<file path="src/rtl/apmu_ibex_pkg.sv">
// Shared types for the Ibex PMU counter port: op encoding seen by core and counter interface,
// plus the multi-outstanding controller state encoding.
package apmu_ibex_pkg;

    typedef enum logic [1:0] {
        PMC_IDLE = 2'd0,
        PMC_REQ  = 2'd1,
        PMC_WFP  = 2'd2,
        PMC_WFO  = 2'd3
    } pmc_op_e;

    typedef enum logic [1:0] {
        PMC_MO_IDLE = 2'd0,
        PMC_MO_REQ  = 2'd1,
        PMC_MO_WFX  = 2'd2
    } pmc_mo_fsm_e;

    function automatic logic is_wfx_op(input pmc_op_e op);
        return (op == PMC_WFP) || (op == PMC_WFO);
    endfunction

endpackage

</file>
<file path="src/rtl/apmu_ibex_pmu_resp_fifo.sv">
// In-order response-tracking FIFO. A push is honoured when full only if a pop happens in the
// same cycle, so a full FIFO can keep streaming at unchanged occupancy.
module apmu_ibex_pmu_resp_fifo #(
    parameter int unsigned Depth = 2,
    parameter int unsigned Width = 1,
    localparam int unsigned CntW = $clog2(Depth + 1)
) (
    input  logic             i_clk,
    input  logic             i_rst_n,
    input  logic             i_push,
    input  logic             i_pop,
    input  logic [Width-1:0] i_data,
    output logic [Width-1:0] o_data,
    output logic             o_full,
    output logic             o_empty,
    output logic [CntW-1:0]  o_count
);

    localparam int unsigned PtrW = (Depth > 1) ? $clog2(Depth) : 1;

    logic [Width-1:0] r_mem [Depth];
    logic [PtrW-1:0]  r_wr_ptr;
    logic [PtrW-1:0]  r_rd_ptr;
    logic [CntW-1:0]  r_count;
    logic             w_push;
    logic             w_pop;

    assign o_full  = (r_count == CntW'(Depth));
    assign o_empty = (r_count == '0);
    assign o_count = r_count;
    assign o_data  = r_mem[r_rd_ptr];
    assign w_pop   = i_pop & ~o_empty;
    assign w_push  = i_push & (~o_full | w_pop);

    function automatic logic [PtrW-1:0] ptr_inc(input logic [PtrW-1:0] ptr);
        return (ptr == PtrW'(Depth - 1)) ? '0 : ptr + PtrW'(1);
    endfunction

    always_ff @(posedge i_clk) begin
        if (!i_rst_n) begin
            r_wr_ptr <= '0;
            r_rd_ptr <= '0;
            r_count  <= '0;
        end else begin
            if (w_push) r_wr_ptr <= ptr_inc(r_wr_ptr);
            if (w_pop)  r_rd_ptr <= ptr_inc(r_rd_ptr);
            case ({w_push, w_pop})
                2'b10:   r_count <= r_count + CntW'(1);
                2'b01:   r_count <= r_count - CntW'(1);
                default: r_count <= r_count;
            endcase
        end
    end

    // Storage needs no reset: entries are only read when the count says they are valid.
    always_ff @(posedge i_clk) begin
        if (w_push) r_mem[r_wr_ptr] <= i_data;
    end

endmodule

</file>
<file path="src/rtl/apmu_ibex_pmu_counter_mo.sv">
// Multi-outstanding PMU counter port between ID/EX and the counter interface.
//   state       | meaning
//   PMC_MO_IDLE | nothing outstanding
//   PMC_MO_REQ  | 1..MaxOutstanding PMC_REQ in flight, tracked in the we-FIFO
//   PMC_MO_WFX  | one WFP/WFO in flight, op replayed from r_wfx_op, timer running
module apmu_ibex_pmu_counter_mo
    import apmu_ibex_pkg::*;
#(
    parameter int unsigned AddrWidth      = 32,
    parameter int unsigned DataWidth      = 32,
    parameter int unsigned MaxOutstanding = 2,
    parameter int unsigned TimeoutWidth   = 16
) (
    input  logic                    clk_i,
    input  logic                    rst_ni,
    output pmc_op_e                 counter_op_o,
    input  logic                    counter_gnt_i,
    input  logic                    counter_rvalid_i,
    input  logic                    counter_err_i,
    output logic [AddrWidth-1:0]    counter_addr_o,
    output logic                    counter_we_o,
    output logic [DataWidth-1:0]    counter_wdata_o,
    input  logic [DataWidth-1:0]    counter_rdata_i,
    input  logic                    pmc_req_i,
    input  pmc_op_e                 pmc_op_i,
    input  logic                    pmc_we_i,
    input  logic [DataWidth-1:0]    pmc_wdata_i,
    input  logic [AddrWidth-1:0]    adder_result_ex_i,
    input  logic [TimeoutWidth-1:0] wfx_timeout_i,
    output logic                    pmc_accept_o,
    output logic [DataWidth-1:0]    pmc_rdata_o,
    output logic                    pmc_rdata_valid_o,
    output logic                    pmc_resp_valid_o,
    output logic                    pmc_err_o,
    output logic                    pmc_spurious_o
);

    localparam int unsigned CntW = $clog2(MaxOutstanding + 1);

    pmc_mo_fsm_e             r_state;
    pmc_mo_fsm_e             w_state_next;
    pmc_op_e                 r_wfx_op;
    logic [TimeoutWidth-1:0] r_timer;
    logic                    r_spurious;

    logic                    w_fifo_push;
    logic                    w_fifo_pop;
    logic                    w_fifo_full;
    logic                    w_fifo_empty;
    logic                    w_we_head;
    logic [CntW-1:0]         w_fifo_count;
    logic                    w_req_ok;
    logic                    w_wfx_ok;
    logic                    w_wfx_issue;
    logic                    w_timeout;

    assign counter_addr_o  = adder_result_ex_i;
    assign counter_we_o    = pmc_we_i;
    assign counter_wdata_o = pmc_wdata_i;
    assign pmc_rdata_o     = counter_rdata_i;
    assign pmc_spurious_o  = r_spurious;

    apmu_ibex_pmu_resp_fifo #(
        .Depth (MaxOutstanding),
        .Width (1)
    ) u_resp_fifo (
        .i_clk   (clk_i),
        .i_rst_n (rst_ni),
        .i_push  (w_fifo_push),
        .i_pop   (w_fifo_pop),
        .i_data  (pmc_we_i),
        .o_data  (w_we_head),
        .o_full  (w_fifo_full),
        .o_empty (w_fifo_empty),
        .o_count (w_fifo_count)
    );

    // A response frees a slot in the same cycle, so a full FIFO can still take a new request.
    assign w_fifo_pop = (r_state == PMC_MO_REQ) & counter_rvalid_i & ~w_fifo_empty;
    assign w_req_ok   = pmc_req_i & (pmc_op_i == PMC_REQ) & (r_state != PMC_MO_WFX)
                      & (~w_fifo_full | w_fifo_pop);
    assign w_wfx_ok   = pmc_req_i & is_wfx_op(pmc_op_i) & (r_state == PMC_MO_IDLE) & w_fifo_empty;
    assign w_timeout  = (wfx_timeout_i != '0) & (r_timer == wfx_timeout_i - TimeoutWidth'(1));

    always_comb begin
        w_state_next      = r_state;
        counter_op_o      = PMC_IDLE;
        pmc_accept_o      = 1'b0;
        pmc_resp_valid_o  = 1'b0;
        pmc_rdata_valid_o = 1'b0;
        pmc_err_o         = 1'b0;
        w_fifo_push       = 1'b0;
        w_wfx_issue       = 1'b0;

        if (w_req_ok) begin
            counter_op_o = PMC_REQ;
            if (counter_gnt_i) begin
                pmc_accept_o = 1'b1;
                w_fifo_push  = 1'b1;
            end
        end else if (w_wfx_ok) begin
            counter_op_o = pmc_op_i;
            if (counter_gnt_i) begin
                pmc_accept_o = 1'b1;
                w_wfx_issue  = 1'b1;
            end
        end

        case (r_state)
            PMC_MO_IDLE: begin
                if (w_fifo_push)      w_state_next = PMC_MO_REQ;
                else if (w_wfx_issue) w_state_next = PMC_MO_WFX;
            end
            PMC_MO_REQ: begin
                if (w_fifo_pop) begin
                    pmc_resp_valid_o  = 1'b1;
                    pmc_err_o         = counter_err_i;
                    pmc_rdata_valid_o = ~w_we_head & ~counter_err_i;
                    if (!w_fifo_push && w_fifo_count == CntW'(1)) w_state_next = PMC_MO_IDLE;
                end
            end
            PMC_MO_WFX: begin
                if (counter_rvalid_i) begin
                    pmc_resp_valid_o  = 1'b1;
                    pmc_err_o         = counter_err_i;
                    pmc_rdata_valid_o = ~counter_err_i;
                    w_state_next      = PMC_MO_IDLE;
                end else if (w_timeout) begin
                    pmc_resp_valid_o  = 1'b1;
                    pmc_err_o         = 1'b1;
                    w_state_next      = PMC_MO_IDLE;
                end else begin
                    counter_op_o      = r_wfx_op;
                end
            end
            default: w_state_next = PMC_MO_IDLE;
        endcase
    end

    always_ff @(posedge clk_i) begin
        if (!rst_ni) begin
            r_state    <= PMC_MO_IDLE;
            r_wfx_op   <= PMC_IDLE;
            r_timer    <= '0;
            r_spurious <= 1'b0;
        end else begin
            r_state <= w_state_next;
            if (w_wfx_issue) begin
                r_wfx_op <= pmc_op_i;
                r_timer  <= '0;
            end else if (r_state == PMC_MO_WFX && r_timer != '1) begin
                r_timer  <= r_timer + TimeoutWidth'(1);
            end
            if (counter_rvalid_i && r_state == PMC_MO_IDLE) r_spurious <= 1'b1;
        end
    end

endmodule

</file>
<file path="config.mk">
export PLATFORM = sky130hd
export DESIGN_NAME = apmu_ibex_pmu_counter_mo
export DESIGN_NICKNAME = d
export VERILOG_FILES = /design/src/rtl/apmu_ibex_pkg.sv /design/src/rtl/apmu_ibex_pmu_resp_fifo.sv /design/src/rtl/apmu_ibex_pmu_counter_mo.sv
export SDC_FILE = /design/constraint.sdc
export NUM_CORES = 1
export LEC_CHECK = 0
export CORE_ASPECT_RATIO = 0.5
export CORE_MARGIN = 8
export CORE_UTILIZATION = 65
export CTS_CLUSTER_SIZE = 30
export DETAILED_ROUTE_END_ITERATION = 6
export DONT_BUFFER_PORTS = 1
export GPL_TIMING_DRIVEN = 0
export PLACE_DENSITY_LB_ADDON = 0.3
export REMOVE_ABC_BUFFERS = 1
export SYNTH_ARGS = -nofsm -noshare
export SYNTH_HDL_FRONTEND = slang
export SYNTH_SLANG_ARGS = --single-unit
</file>
<file path="constraint.sdc">
create_clock -name clk_i -period 3.9 [get_ports clk_i]
set_input_delay 0.585 -clock clk_i [delete_from_list [all_inputs] [get_ports clk_i]]
set_output_delay 0.585 -clock clk_i [all_outputs]
set_load 0.02 [all_outputs]
</file>
==> flow_summary.toml <==
[sta]
setup_viol = 0
finalCriticalPeriod_ns = 3.57
relSlewSlack = 0.494
worstMarginPinSlew_ns = 0.757
finalSetupTns_ns = 0
setup_slack_ns = 0.326
max_clock_freq_mhz = 280
fin_crit_sh = 0.916
finalClockSkew_ns = 0.0116
fin_hold_ws_ns = 0.389
grt_setup_unrepaired = "no"
drv_slew = 0
hold_viol = 0

[logic_synthesis]
ys_types = 52
ys_async_sr_fraction = 0
ys_ff_latch = 28
syn_inst = 349
ys_seq_area_frac = 0.210
netlist_area_um2 = 2770
ys_warn_count = 0
syn_area_per_cell_um2 = 7.92
synth_edf_count = 2
ys.flop_type = "dfxtp_1"

[critical_path]
r2r_start = "r_timer[2]"
r2r_slack_ns = 1.72
start_kind = "primary input"
path_class = "primary input to primary output"
r2r-end = "r_state[0]"
endpoint_kind = "primary output"
reg2regPathDepth = 6
critPathMaxFanout = 6
crit_required_ns = 3.31
crit_arrival_ns = 2.99

[route]
drtIter0Drc = 157
vias_per_cell = 6.65
drc = 0
routed_wl_mm = 11.0
post_drt_wl_per_cell_um = 36.1
first_pass_iters = 4
ant_nets = 0
vias = 2036

[grt]
grt_overflow = 0
antenna_found_initial = 0
grt_pass1_vias = 1816
grt_pass1_wl_mm = 14.5
grt_max_degree = 17
track_usage = 0.304

[placed_design]
portBuffers = 0
dp_slack_ns = 0.425
place_congestion = 0.996
post-dp-hpwl_mm = 9.80
placedCellCount = 302

[floorplan]
core_area_um2 = 3980
fp.dieW_um = 108
io_pins = 225
start_util = 0.694
rows = 16
die_h_um = 62.1
dieArea_um2 = 6720

[final_layout]
multi_input_area_um2 = 1380
final_common_cell = "dfxtp_1"
nFillCells = 363
fin_nets = 383
layout.cells.most_common_list = "dfxtp_1, nor2_1, nand2_1, xnor2_1, inv_1"
final_cells = 306
area_delta_synth_final_pct = -21.9
drive_gt1_frac = 0.0595
diodes = 0
layout.area.seq_um2 = 581

[run]
drv_cap = 0

[clocking]
htree_levels = 1
cts_buffers = 3
hold_buffers = 0
post_cts_buffers = 0
cts_tree = "done"
clk_pin_slew_ns = 0.10
clk_root_buffer_cell = "clkbuf_8"
cts.path.max_buffers = 2
clkLatencyLatePin_ns = 0.28
clock-sinks = 28
cts.repair.resized = 0

[hold_path]
hold_end = "u_resp_fifo.r_mem[0]"
hp-start = "pmc_we_i"
hp-class = "primary input to register"
whs_path_depth = 0

[power]
power.density_nw_per_um2 = 318
ir_drop_v = 0.000155
p_leak_nw = 0.778

[outcome]
status = "complete, no violations"
[cell type report]
class / instances / share of cell area
sequential: 28 / 0.269
tap: 54 / 0.0313
clock buffer: 3 / 0.0191
multi-input combinational: 204 / 0.639
inverter: 16 / 0.0278
clock inverter: 1 / 0.0139
[critical path: stages]
cell and delay, ns:
inv_1 0.06, ha_1 0.29, nor2b_1 0.24, nand2_2 0.12
o21ai_0 0.20, o31ai_1 0.11, nor4_1 0.52, nand3_1 0.25
o21ai_0 0.61
[flip-flops by register name, indices dropped and copies added (netlist names), named ones only]
| name | count |
|---|---|
| r_timer | 16 |
| u_resp_fifo.o_count | 2 |
| u_resp_fifo.r_wr_ptr | 1 |
| u_resp_fifo.r_rd_ptr | 1 |
| r_state | 2 |
| u_resp_fifo.r_mem | 2 |
| pmc_spurious_o | 1 |
| r_wfx_op | 2 |
[worst max-delay path by stage]
stage | slack (ns) | endpoint | startpoint
6_report | 0.33 | pmc_err_o | wfx_timeout_i[0]
5_1_grt | 0.1 | pmc_err_o | wfx_timeout_i[0]
4_1_cts | 0.40 | pmc_err_o | wfx_timeout_i[0]
3_5_place_dp | 0.42 | pmc_err_o | wfx_timeout_i[0]
3_3_place_gp | 0.41 | pmc_err_o | wfx_timeout_i[0]
2_1_floorplan | 0.77 | counter_op_o[0] | wfx_timeout_i[0]
[metrics by stage]
step                utilization  instance area (µm²)  power [mW]
floorplan                     -                 2020       0.436
global placement          0.524                 2090       0.458
detailed placement        0.524                 2090       0.462
finish                    0.542                 2160       0.686
global route              0.542                 2160       0.716
CTS                       0.542                 2160       0.689
[synth_stat cells, types with 2 or more instances]
master	instances	area [µm²]
a211oi_1	2	15.0
a21boi_0	2	15.0
a21oi_1	10	50.1
a31oi_1	2	12.5
and2_1	6	37.5
and3_1	2	12.5
and4_1	3	26.3
buf_4	97	728
clkbuf_1	4	15.0
dfxtp_1	26	521
edfxtp_1	2	60.1
ha_1	9	113
inv_1	16	60.1
mux2_4	2	30.0
mux2i_1	7	70.1
nand2_1	21	78.8
nand2_2	2	12.5
nand2b_1	2	12.5
nand3_1	14	70.1
nand4_1	5	31.3
nor2_1	25	93.8
nor2b_1	6	37.5
nor3_1	6	30.0
nor3b_1	4	30.0
o21a_1	2	15.0
o21ai_0	10	50.1
o31ai_1	2	15.0
or3_1	5	31.3
xnor2_1	21	184
xor2_1	12	105
[cells by family after synthesis]
kind of cell    after synthesis  synth area share
mux                          10            0.0403
fa+ha+maj                     9            0.0407
xor+xnor                     33             0.105
compound gates               41            0.0977
simple gates                111             0.216
flops                        28             0.210
buf+inv                     117             0.290
[layer usage]
metal / wire length (µm) / global-route usage / share of wire
met1: 3080 / 0.244 / 0.28
met2: 5090 / 0.489 / 0.46
met3: 2250 / 0.283 / 0.20
met4: 613 / 0.161 / 0.056
met5: 0 / 0 / 0
[report_power, final]
group          switching, mW  internal, mW
Combinational         0.0774        0.0666
Sequential            0.0130         0.299
Clock                 0.0927         0.138
Power figures use the tool's default switching activity.
